`src/rtl/uart_cmd_responder_pkg.sv`:
```
// Shared definitions for the host debug UART command responder: opcodes,
// FSM state encoding, the refused-read reply value and a state helper.
package uart_cmd_responder_pkg;

    localparam logic [7:0] CMD_WRITE        = 8'h02;
    localparam logic [7:0] CMD_READ         = 8'h03;
    localparam logic [7:0] CMD_HALT         = 8'h06;
    localparam logic [7:0] CMD_RUN          = 8'h07;
    localparam logic [7:0] READ_REFUSED_VAL = 8'hFF;

    typedef enum logic [2:0] {
        IDLE    = 3'd0,
        GET_AH  = 3'd1,
        GET_AL  = 3'd2,
        GET_D   = 3'd3,
        BUS_WR  = 3'd4,
        BUS_RD  = 3'd5,
        TX_REQ  = 3'd6,
        TX_WAIT = 3'd7
    } resp_state_t;

    // True while the FSM is collecting command bytes (inter-byte timeout armed).
    function automatic logic is_get_state(input resp_state_t s);
        return (s == GET_AH) || (s == GET_AL) || (s == GET_D);
    endfunction

endpackage

```
`src/rtl/cmd_timeout_ctr.sv`:
```
// Saturating inter-byte timeout counter. Cleared on demand, counts while
// enabled, flags expiry when the count reaches TIMEOUT_CYC-1 and holds there.
module cmd_timeout_ctr #(
    parameter int TIMEOUT_CYC = 200000
) (
    input  logic clk,
    input  logic rst,
    input  logic clear,
    input  logic enable,
    output logic expire
);

    localparam int              CNT_W    = (TIMEOUT_CYC > 2) ? $clog2(TIMEOUT_CYC) : 1;
    localparam logic [CNT_W-1:0] CNT_LAST = CNT_W'(TIMEOUT_CYC - 1);
    localparam logic [CNT_W-1:0] CNT_ONE  = CNT_W'(1);

    logic [CNT_W-1:0] cnt_r;

    // Count up while enabled, saturating at the last value instead of wrapping.
    always_ff @(posedge clk) begin
        if (rst) begin
            cnt_r <= {CNT_W{1'b0}};
        end else if (clear) begin
            cnt_r <= {CNT_W{1'b0}};
        end else if (enable && (cnt_r != CNT_LAST)) begin
            cnt_r <= cnt_r + CNT_ONE;
        end else begin
            cnt_r <= cnt_r;
        end
    end

    assign expire = (cnt_r == CNT_LAST);

endmodule

```
`src/rtl/uart_cmd_responder.sv`:
```
// Host debug UART command endpoint: parses WRITE/READ/HALT/RUN command bytes,
// drives CPU-bus accesses and the CPU halt line, and returns read data to UART_TX.
module uart_cmd_responder
    import uart_cmd_responder_pkg::*;
#(
    parameter int   TIMEOUT_CYC = 200000,
    parameter logic HALT_AT_RST = 1'b1
) (
    input  logic        clk,
    input  logic        rst,
    input  logic        rx_valid,
    input  logic [7:0]  rx_data,
    output logic        tx_start,
    output logic [7:0]  tx_data,
    input  logic        tx_active,
    input  logic        tx_done,
    output logic        bus_req,
    output logic        bus_we,
    output logic [15:0] bus_addr,
    output logic [7:0]  bus_wdata,
    input  logic [7:0]  bus_rdata,
    input  logic        bus_ack,
    output logic        cpu_halt,
    output logic        err_pulse
);

    resp_state_t state_r, state_s;
    logic [7:0]  addr_hi_r, addr_hi_s;
    logic [7:0]  addr_lo_r, addr_lo_s;
    logic        is_read_r, is_read_s;
    logic        cpu_halt_r, cpu_halt_s;
    logic        tx_start_r, tx_start_s;
    logic [7:0]  tx_data_r, tx_data_s;
    logic        bus_req_r, bus_req_s;
    logic        bus_we_r, bus_we_s;
    logic [15:0] bus_addr_r, bus_addr_s;
    logic [7:0]  bus_wdata_r, bus_wdata_s;
    logic        err_r, err_s;
    logic        expire_s;

    // Timeout only runs while collecting bytes; any received byte restarts it.
    cmd_timeout_ctr #(.TIMEOUT_CYC(TIMEOUT_CYC)) u_timeout (
        .clk    (clk),
        .rst    (rst),
        .clear  (rx_valid || !is_get_state(state_r)),
        .enable (is_get_state(state_r)),
        .expire (expire_s)
    );

    // Next-state and next-output decode; a received byte always beats a same-cycle timeout.
    always_comb begin
        state_s     = state_r;
        addr_hi_s   = addr_hi_r;
        addr_lo_s   = addr_lo_r;
        is_read_s   = is_read_r;
        cpu_halt_s  = cpu_halt_r;
        tx_start_s  = 1'b0;
        tx_data_s   = tx_data_r;
        bus_req_s   = bus_req_r;
        bus_we_s    = bus_we_r;
        bus_addr_s  = bus_addr_r;
        bus_wdata_s = bus_wdata_r;
        err_s       = 1'b0;

        case (state_r)
            IDLE: begin
                if (rx_valid) begin
                    case (rx_data)
                        CMD_WRITE: begin
                            is_read_s = 1'b0;
                            state_s   = GET_AH;
                        end
                        CMD_READ: begin
                            is_read_s = 1'b1;
                            state_s   = GET_AH;
                        end
                        CMD_HALT: cpu_halt_s = 1'b1;
                        CMD_RUN:  cpu_halt_s = 1'b0;
                        default:  state_s    = IDLE;
                    endcase
                end else begin
                    state_s = IDLE;
                end
            end

            GET_AH: begin
                if (rx_valid) begin
                    addr_hi_s = rx_data;
                    state_s   = GET_AL;
                end else if (expire_s) begin
                    addr_hi_s = 8'h00;
                    addr_lo_s = 8'h00;
                    err_s     = 1'b1;
                    state_s   = IDLE;
                end else begin
                    state_s = GET_AH;
                end
            end

            GET_AL: begin
                if (rx_valid) begin
                    addr_lo_s = rx_data;
                    if (!is_read_r) begin
                        state_s = GET_D;
                    end else if (cpu_halt_r) begin
                        bus_req_s  = 1'b1;
                        bus_we_s   = 1'b0;
                        bus_addr_s = {addr_hi_r, rx_data};
                        state_s    = BUS_RD;
                    end else begin
                        // Refused read still answers so the host stays byte-aligned.
                        tx_data_s = READ_REFUSED_VAL;
                        err_s     = 1'b1;
                        state_s   = TX_REQ;
                    end
                end else if (expire_s) begin
                    addr_hi_s = 8'h00;
                    addr_lo_s = 8'h00;
                    err_s     = 1'b1;
                    state_s   = IDLE;
                end else begin
                    state_s = GET_AL;
                end
            end

            GET_D: begin
                if (rx_valid) begin
                    if (cpu_halt_r) begin
                        bus_req_s   = 1'b1;
                        bus_we_s    = 1'b1;
                        bus_addr_s  = {addr_hi_r, addr_lo_r};
                        bus_wdata_s = rx_data;
                        state_s     = BUS_WR;
                    end else begin
                        err_s   = 1'b1;
                        state_s = IDLE;
                    end
                end else if (expire_s) begin
                    addr_hi_s = 8'h00;
                    addr_lo_s = 8'h00;
                    err_s     = 1'b1;
                    state_s   = IDLE;
                end else begin
                    state_s = GET_D;
                end
            end

            BUS_WR: begin
                err_s = rx_valid;
                if (bus_ack) begin
                    bus_req_s = 1'b0;
                    state_s   = IDLE;
                end else begin
                    state_s = BUS_WR;
                end
            end

            BUS_RD: begin
                err_s = rx_valid;
                if (bus_ack) begin
                    bus_req_s = 1'b0;
                    tx_data_s = bus_rdata;
                    state_s   = TX_REQ;
                end else begin
                    state_s = BUS_RD;
                end
            end

            TX_REQ: begin
                err_s = rx_valid;
                if (!tx_active) begin
                    tx_start_s = 1'b1;
                    state_s    = TX_WAIT;
                end else begin
                    state_s = TX_REQ;
                end
            end

            TX_WAIT: begin
                err_s = rx_valid;
                if (tx_done) begin
                    state_s = IDLE;
                end else begin
                    state_s = TX_WAIT;
                end
            end

            default: begin
                bus_req_s = 1'b0;
                state_s   = IDLE;
            end
        endcase
    end

    // State and output registers; reset aborts any command and releases the bus at once.
    always_ff @(posedge clk) begin
        if (rst) begin
            state_r     <= IDLE;
            addr_hi_r   <= 8'h00;
            addr_lo_r   <= 8'h00;
            is_read_r   <= 1'b0;
            cpu_halt_r  <= HALT_AT_RST;
            tx_start_r  <= 1'b0;
            tx_data_r   <= 8'h00;
            bus_req_r   <= 1'b0;
            bus_we_r    <= 1'b0;
            bus_addr_r  <= 16'h0000;
            bus_wdata_r <= 8'h00;
            err_r       <= 1'b0;
        end else begin
            state_r     <= state_s;
            addr_hi_r   <= addr_hi_s;
            addr_lo_r   <= addr_lo_s;
            is_read_r   <= is_read_s;
            cpu_halt_r  <= cpu_halt_s;
            tx_start_r  <= tx_start_s;
            tx_data_r   <= tx_data_s;
            bus_req_r   <= bus_req_s;
            bus_we_r    <= bus_we_s;
            bus_addr_r  <= bus_addr_s;
            bus_wdata_r <= bus_wdata_s;
            err_r       <= err_s;
        end
    end

    assign tx_start  = tx_start_r;
    assign tx_data   = tx_data_r;
    assign bus_req   = bus_req_r;
    assign bus_we    = bus_we_r;
    assign bus_addr  = bus_addr_r;
    assign bus_wdata = bus_wdata_r;
    assign cpu_halt  = cpu_halt_r;
    assign err_pulse = err_r;

endmodule

```
`config.mk`:
```
export PLATFORM = sky130hd
export DESIGN_NAME = uart_cmd_responder
export DESIGN_NICKNAME = d
export VERILOG_FILES = /design/src/rtl/uart_cmd_responder_pkg.sv /design/src/rtl/cmd_timeout_ctr.sv /design/src/rtl/uart_cmd_responder.sv
export SDC_FILE = /design/constraint.sdc
export NUM_CORES = 1
export LEC_CHECK = 0
export BUFFER_PORTS_ARGS = -buffer_cell sky130_fd_sc_hd__buf_2
export CORE_ASPECT_RATIO = 2
export CORE_MARGIN = 2
export CORE_UTILIZATION = 35
export CTS_CLUSTER_DIAMETER = 40
export CTS_CLUSTER_SIZE = 10
export DETAILED_ROUTE_END_ITERATION = 8
export PLACE_DENSITY = 0.54
export RECOVER_POWER = 50
export SYNTH_ARGS = -nofsm -noshare
export SYNTH_HDL_FRONTEND = slang
export SYNTH_SLANG_ARGS = --single-unit
```
`constraint.sdc`:
```
create_clock -name clk -period 5.2 [get_ports clk]
set_input_delay 0.52 -clock clk [delete_from_list [all_inputs] [get_ports clk]]
set_output_delay 0.52 -clock clk [all_outputs]
set_load 0.02 [all_outputs]
```
Word level (Yosys, flattened, before mapping):

Cells that the tools add are included.

* register bits: 75

* reduce and logical (&&, ||, !) cells: 29
* bitwise gates (word level): 1
* equality and inequality tests: 24
* multiplexer cells: 57
* add/sub/neg operators: 1

Operator list (number)
* $mux W16: 5
* $mux W8: 10
* $pmux W8 S2: 3
* $pmux W16 S2: 1
* $pmux W3 S8: 1
* $mux W3: 7
* $mux W1: 19
* $add A18 B1 Y18 const B: 1
* $eq A18 B18 Y1 const B: 1
* $ne A18 B18 Y1 const B: 1
* $ne A2 B2 Y1 const B: 9
* $eq A8 B2 Y1 const B: 2
* $eq A8 B3 Y1 const B: 2
* $reduce_or A2 Y1: 7
* $eq A3 B3 Y1 const B: 4
* $reduce_bool A2 Y1: 6
* $mux W2: 5
* $reduce_and A5 Y1: 2
* $reduce_and A3 Y1: 3
* $eq A3 B2 Y1 const B: 2
* $pmux W1 S2: 3
* $pmux W3 S2: 1
* $reduce_and A6 Y1: 1
* $pmux W1 S4: 1
* other kinds (12): 15

Depth between registers and ports, before layout:

Gate-level depths: netlist of the first run.

* depth after elaboration: 6
* gate-level depth with buffers: 7
* depth with buffers taken out: 5

By module:

Synthesis of the first run repeated with hierarchy kept, for this count alone.

* cell total of the unflattened synthesis: 361
* area, all modules: 3329.4 um2

Modules (own cells, without submodules)
* uart_cmd_responder: times used 1, cells each 248, area an instance 2362.3 um2
* cmd_timeout_ctr: times used 1, cells each 113, area an instance 967.2 um2

Worst setup path after synthesis of the first run:

No wires, ideal clock.

* path type: reg-to-reg
* start point: register state_r[2]
* end point: register state_r[0]
* path slack: 3.200 ns
* required time: 5.109 ns
* stages on the path, launching flop included: 8
* arrival: 1.909 ns
* period minus slack after synthesis: 2.000 ns
* library setup time: 0.091 ns
* cells stage by stage: dfxtp_1 -> buf_6 -> clkbuf_1 -> inv_1 -> ha_1 -> or4_1 -> a21boi_0 -> a311oi_1

* cells in the longest elaborated chain, start to end: 2
* elaborated cells on any way between the ends: 10
* those cells by class: eq/ne: 8; mux: 1; reduce/logical: 1

RTL lines
* start: declaration: RTL line uart_cmd_responder.sv:27 `resp_state_t state_r, state_s;`
* start signal: assignment: RTL line uart_cmd_responder.sv:211 `state_r <= state_s;`
* $eq A3 B3 Y1 (tied with other cells): RTL line uart_cmd_responder.sv:65 `case (state_r)`
* $pmux W3 S8 / $ne A3 B3 Y1 (equally long branches)

Several ways; a longest one is shown, not always the timed one.
A chain may end at the register's enable or synchronous reset.

Worst setup path in the final report of the first run:

* start point: input port rst
* end point: register u_timeout.cnt_r[9]

* cells in the longest elaborated chain, start to end: 1

RTL lines
* start: declaration: RTL line uart_cmd_responder.sv:10 `input logic rst,`
* $reduce_or A2 Y1 (no source line)
* end signal: assignment: RTL line cmd_timeout_ctr.sv:22 `cnt_r <= {CNT_W{1'b0}};`
* end signal: assignment: RTL line cmd_timeout_ctr.sv:24 `cnt_r <= {CNT_W{1'b0}};`
* end signal: assignment: RTL line cmd_timeout_ctr.sv:26 `cnt_r <= cnt_r + CNT_ONE;`
* end: declaration: RTL line cmd_timeout_ctr.sv:17 `logic [CNT_W-1:0] cnt_r;`

Every way passes these cells.

==> flow_summary.json, run 1 <==
{
  "hold_path.class": "in -> reg",
  "rsz0062_at_grt": "no",
  "finalCritPeriodShare": 0.662,
  "cts_hold_buffers": 0,
  "dr.first_iter.drc_count": 246,
  "io_buffers": 58,
  "leakagePower_nw": 1.31,
  "yosysTopAreaCell": "dfxtp_1",
  "ys_ff_latch": 75,
  "utilization": 0.420,
  "worstSetupStartpointType": "primary input",
  "power_mw": 1.20,
  "place_area_sq_um": 3870,
  "power.density_nw_per_um2": 293,
  "ys_top_cells_by_count": "dfxtp_1, nand2_1, a21oi_1",
  "use_met1": 0.200,
  "cts_sinks": 75,
  "place_ws_ns": 2.44,
  "ir_drop_v": 0.000153,
  "finalSetupViolations": 0,
  "chipHeight_um": 146,
  "top_usage_layer": "met2",
  "swShare": 0.240,
  "place.gp.congestion": 0.810,
  "track_usage": 0.188,
  "use_met2": 0.338,
  "syn_inst": 432,
  "cts_resized": 0,
  "violations": "max-capacitance violations, max-slew violations",
  "numCtsBuffers": 9,
  "yosysMostFrequentCell": "dfxtp_1",
  "drive_above_1_share": 0.0941,
  "synth_ff_type": "dfxtp_1",
  "cts_post_setup_buffers_inserted": 0,
  "final_area_sq_um": 4100,
  "syn_nets": 458,
  "n_antenna_cell": 0,
  "synthDistinctLibCells": 52,
  "wl_per_cell_um": 16.1,
  "cts_tree": "built",
  "critPathKind": "in -> reg",
  "dp_hpwl_um": 6890,
  "synth_area_leaders": "dfxtp_1, nand2_1, a21oi_1, nor2_1, o21ai_0",
  "grt_max_degree": 58,
  "setup_slack_ns": 1.76,
  "cp.arrival_ns": 3.67,
  "vias": 3299,
  "clock_skew_ns": 0.00774,
  "ys_seq_area_frac": 0.426,
  "syn2layout_area_growth_pct": 16.4,
  "htreeDepth": 3,
  "clockPowerShare": 0.495,
  "internal-power_mw": 0.915,
  "grt_overflow_total": 0,
  "tightestPinTransition_ns": 2.56,
  "routed_wl_um": 9830,
  "path_clk_slew_ns": 0.06,
  "syn_area_sq_um": 3520,
  "crit_fanout": 57,
  "viasPerCell": 5.41,
  "tns_ns": 0,
  "start_util": 0.361,
  "n_fill_cell": 1068,
  "cts_root_buf": "clkbuf_16",
  "final.min_clock_period_ns": 3.44,
  "synth_top_cell_area_share": 0.426,
  "synthArstFlopShare": 0,
  "grt_antenna_before_repair": 0,
  "required_ns": 5.43,
  "worstSetupEndpointType": "register",
  "drv_slew": 58,
  "grt.met3_usage": 0.0353,
  "p_sw_mw": 0.288,
  "max-clock-path-buffers": 2,
  "fmax_mhz": 291,
  "status": "finished with violations",
  "ios": 59,
  "drv_cap": 1,
  "die-area_sq_um": 10900,
  "grt_pass1_vias": 3264,
  "hold_viol_final": 0,
  "drc_errors": 0,
  "core-area_sq_um": 9760,
  "grt_pass1_wl_um": 16000,
  "layout.nets": 499,
  "power_frac_comb": 0.027,
  "synth-edff-count": 0,
  "first_pass_iters": 4,
  "rows": 51,
  "slew_headroom": -0.710,
  "avgSynthCellArea_sq_um": 8.16,
  "clock_latency_ns": 0.34,
  "die_w_um": 75.0,
  "seqPwrFrac": 0.478,
  "ant_nets": 0,
  "yosys_warnings": 0
}
[per-stage QoR]
step           cells  hold WS (ns)
2_1_floorplan    432         0.445
3_3_place_gp     594         0.441
6_report         610         0.363
4_1_cts          610         0.355
5_1_grt          610         0.367
3_5_place_dp     594         0.443
[critical path, cell delays in order]
cell      delay, ns
clkbuf_1       1.78
or2_0          0.42
or2_0          0.62
or4_1          0.22
nand2_1        0.05
[routing by layer]
layer  part of all wire  up-vias
met2               0.55       61
met1               0.39     1582
met3              0.028       14
li1                   -     1642
met4              0.025        0
met5                  0        -
[path summary, 6_finish.rpt]
kind	start	endpoint	slack, ns	depth (start not counted)
hold reg to reg	bus_wdata[1]	bus_wdata[1]	0.45	2
hold / removal	tx_active	tx_start	0.36	2
setup / recovery	rst	u_timeout.cnt_r[9]	1.76	5
setup reg to reg	state_r[0]	bus_addr[3]	2.39	4
[cell type report]
cell class / count / area [sq um] / share of cell area
clock buffer: 9 / 225 / 0.0549
tap: 132 / 165 / 0.0403
clock inverter: 7 / 57.6 / 0.0140
timing repair buffer: 59 / 250 / 0.0610
multi-input combinational: 323 / 1880 / 0.459
sequential: 75 / 1500 / 0.366
inverter: 5 / 18.8 / 0.00457
[sequential cells by signal (all words and copies together) (netlist names), 3 cells and up]
name / flops
u_timeout.cnt_r: 18
bus_addr: 16
addr_hi_r: 8
addr_lo_r: 8
bus_wdata: 8
tx_data: 8
state_r: 3
[power groups by stage]
stage	combinational (mW)	clock [mW]	sequential, mW
global route	0.0361	0.632	0.575
floorplan	0.0150	0	0.588
detailed placement	0.0336	0	0.588
finish	0.0331	0.595	0.575
CTS	0.0337	0.613	0.575
global placement	0.0330	0	0.588
[kinds of logic after synthesis]
group | Yosys count | share of synthesized area
AO/OA/AOI/OAI | 120 | 0.217
adder cells (fa/ha/maj) | 4 | 0.0142
multiplexers | 9 | 0.0259
AND/OR/NAND/NOR | 188 | 0.270
flip-flops | 75 | 0.426
XOR/XNOR | 2 | 0.00497
buffers and inverters | 34 | 0.0412
[cells in the final DEF, fill, tap and decap left out, types with 3 or more instances in the layout]
master,instances
ha_1,4
nand3b_1,3
and3_1,3
o211ai_1,10
inv_1,5
o31ai_1,3
inv_6,3
buf_2,20
o21ai_0,19
a31oi_1,3
nor4b_1,3
a311oi_1,9
nand2_1,72
clkbuf_1,38
nand4_1,6
dfxtp_1,75
nor3_1,3
nor2_1,34
or4_1,6
clkbuf_16,9
a22oi_1,8
or3_1,11
nand2b_1,4
and4_1,3
a211oi_1,10
mux2i_1,8
nand3_1,15
nor2b_1,10
a21oi_1,48
Power figures use the tool's default switching activity.
==> run 2, diff against run 1 <==
--- a/config.mk
+++ b/config.mk
@@ -12,7 +12,7 @@
 export CTS_CLUSTER_DIAMETER = 40
 export CTS_CLUSTER_SIZE = 10
 export DETAILED_ROUTE_END_ITERATION = 8
-export PLACE_DENSITY = 0.54
+export PLACE_DENSITY = 0.56
 export RECOVER_POWER = 50
 export SYNTH_ARGS = -nofsm -noshare
 export SYNTH_HDL_FRONTEND = slang
==> constraint.sdc (replaced) <==
create_clock -name clk -period 3 [get_ports clk]
set_input_delay 0.3 -clock clk [delete_from_list [all_inputs] [get_ports clk]]
set_output_delay 0.3 -clock clk [all_outputs]
set_load 0.02 [all_outputs]
==> run 2 against run 1 <==
Net effect: the flow now finishes without violations; worst setup slack worse by 1.1 ns; sequential cell count unchanged; via count down 1.6%; sequential share of layout area down 0.65 points; critical path depth down 1; total power up 85%; sequential power up 73%; register-to-register slack worse by 1.7 ns; clock power up 97%; global-route usage down 0.51 points.
==> flow_summary.json, run 2 (synthesized netlist as in run 1, its figures left out) <==
{
  "status": "completed",
  "clock_latency_ns": 0.33,
  "worstSetupEndpointType": "register",
  "tns_ns": 0,
  "power_frac_comb": 0.026,
  "hold_path.class": "in -> reg",
  "power.density_nw_per_um2": 532,
  "die_w_um": 75.0,
  "final_common_cell": "dfxtp_1",
  "ir_drop_v": 0.000259,
  "crit_fanout": 16,
  "swShare": 0.214,
  "tightestPinTransition_ns": 0.893,
  "cts_post_setup_buffers_inserted": 0,
  "grt_antenna_before_repair": 0,
  "clockPowerShare": 0.526,
  "r2r-end": "u_timeout.cnt_r[17]",
  "r2r_setup_slack_ns": 0.65,
  "largest_register_ffs": 18,
  "drv_cap": 0,
  "seqPwrFrac": 0.449,
  "fmax_mhz": 426,
  "power_mw": 2.22,
  "grt_overflow_total": 0,
  "htreeDepth": 3,
  "first_pass_iters": 4,
  "path_depth": 4,
  "crit_family": "simple AND/OR/NAND/NOR gates",
  "numCtsBuffers": 9,
  "max_stage_delay_ns": 0.67,
  "internal-power_mw": 1.75,
  "hold_viol_final": 0,
  "leakagePower_nw": 1.35,
  "rows": 51,
  "place_ws_ns": 0.820,
  "dp_hpwl_um": 6880,
  "routed_wl_um": 9550,
  "cts_hold_buffers": 0,
  "drv_slew": 0,
  "ios": 59,
  "utilization": 0.428,
  "n_antenna_cell": 0,
  "drc_errors": 0,
  "path_cells": "o21bai_1 > or3_1 > or4_1 > a21oi_1",
  "ant_nets": 0,
  "critPathKind": "reg -> reg",
  "r2r-start": "state_r[0]",
  "required_ns": 3.26,
  "rsz0062_at_grt": "no",
  "slew_headroom": 0.405,
  "endpoint": "u_timeout.cnt_r[17]",
  "viasPerCell": 5.27,
  "io_buffers": 58,
  "setup_slack_ns": 0.653,
  "track_usage": 0.182,
  "critical_path.slowest_cell": "dfxtp_1",
  "place.gp.congestion": 0.844,
  "layout.nets": 505,
  "crit_start": "state_r[0]",
  "final.min_clock_period_ns": 2.35,
  "most-common-layout-cells": "dfxtp_1, nand2_1, a21oi_1",
  "cts_resized": 0,
  "cts_sinks": 75,
  "dr.first_iter.drc_count": 195,
  "cts_root_buf": "clkbuf_16",
  "worstSetupStartpointType": "register",
  "grt_pass1_vias": 3154,
  "grt_pass1_wl_um": 15500,
  "cts_tree": "built",
  "start_util": 0.361,
  "grt_max_degree": 57,
  "cp_num_buf_inv": 0,
  "top_register": "u_timeout.cnt_r",
  "drive_above_1_share": 0.103,
  "max-clock-path-buffers": 2,
  "p_sw_mw": 0.475,
  "core-area_sq_um": 9760,
  "finalCritPeriodShare": 0.782,
  "reg2reg_depth": 4,
  "finalSetupViolations": 0,
  "chipHeight_um": 146,
  "cp.arrival_ns": 2.61,
  "path_clk_slew_ns": 0.06,
  "wl_per_cell_um": 15.5,
  "die-area_sq_um": 10900,
  "clock_skew_ns": 0.00741,
  "vias": 3246,
  "syn2layout_area_growth_pct": 18.5
}
==> run 2: cell types whose count changed in the layout (fill, tap and decap cells not counted), sizes merged <==
| cell | delta |
|---|---|
| inv | -3 |
| bufinv | +2 |
| clkinvlp | +1 |
| buf | +6 |
==> run 2: worst register-to-register path: cells and delay by family, from the launching register on <==
family           cells  cell delay, ns
AND/OR/NAND/NOR      2            1.11
flip-flops           1            0.67
AO/OA/AOI/OAI        2            0.50
==> run 2: stage by stage <==
step / cell area [sq um] / instances / hold slack (ns)
detailed placement: 3910 / 600 / 0.443
global route: 4180 / 616 / 0.143
floorplan: 3520 / 432 / 0.376
global placement: 3910 / 600 / 0.443
finish: 4180 / 616 / 0.150
CTS: 4240 / 616 / 0.143
==> run 2: final cells by class <==
cell class | count | area (sq um)
clock inverters | 7 | 100
repair buffers | 65 | 293
inverters | 5 | 18.8
multi-input cells | 323 | 1870
clock buffers | 9 | 225
well taps | 132 | 165
flip-flops and latches | 75 | 1500
fillers | 1045 | 5590
==> run 2: power by group through the flow <==
stage / Combinational [mW] / Clock, mW / Sequential (mW)
final: 0.0572 / 1.17 / 0.997
after global routing: 0.0635 / 1.24 / 0.996
after CTS: 0.0578 / 1.19 / 0.997
after detailed placement: 0.0577 / 0 / 1.02
after global placement: 0.0578 / 0 / 1.02
after floorplan: 0.0260 / 0 / 1.02
==> run 2: layer usage <==
layer,GRT usage,share of wire
met1,0.199,0.39
met2,0.328,0.56
met3,0.0346,0.034
met4,0.0759,0.020
met5,0,0
==> run 2: worst min-delay path by stage <==
stage,end,cells past startpoint,start
floorplan,tx_start,1,tx_active
global placement,bus_wdata[1],2,bus_wdata[1]
detailed placement,bus_wdata[1],2,bus_wdata[1]
CTS,tx_start,2,tx_active
global route,tx_start,2,tx_active
finish,tx_start,2,tx_active
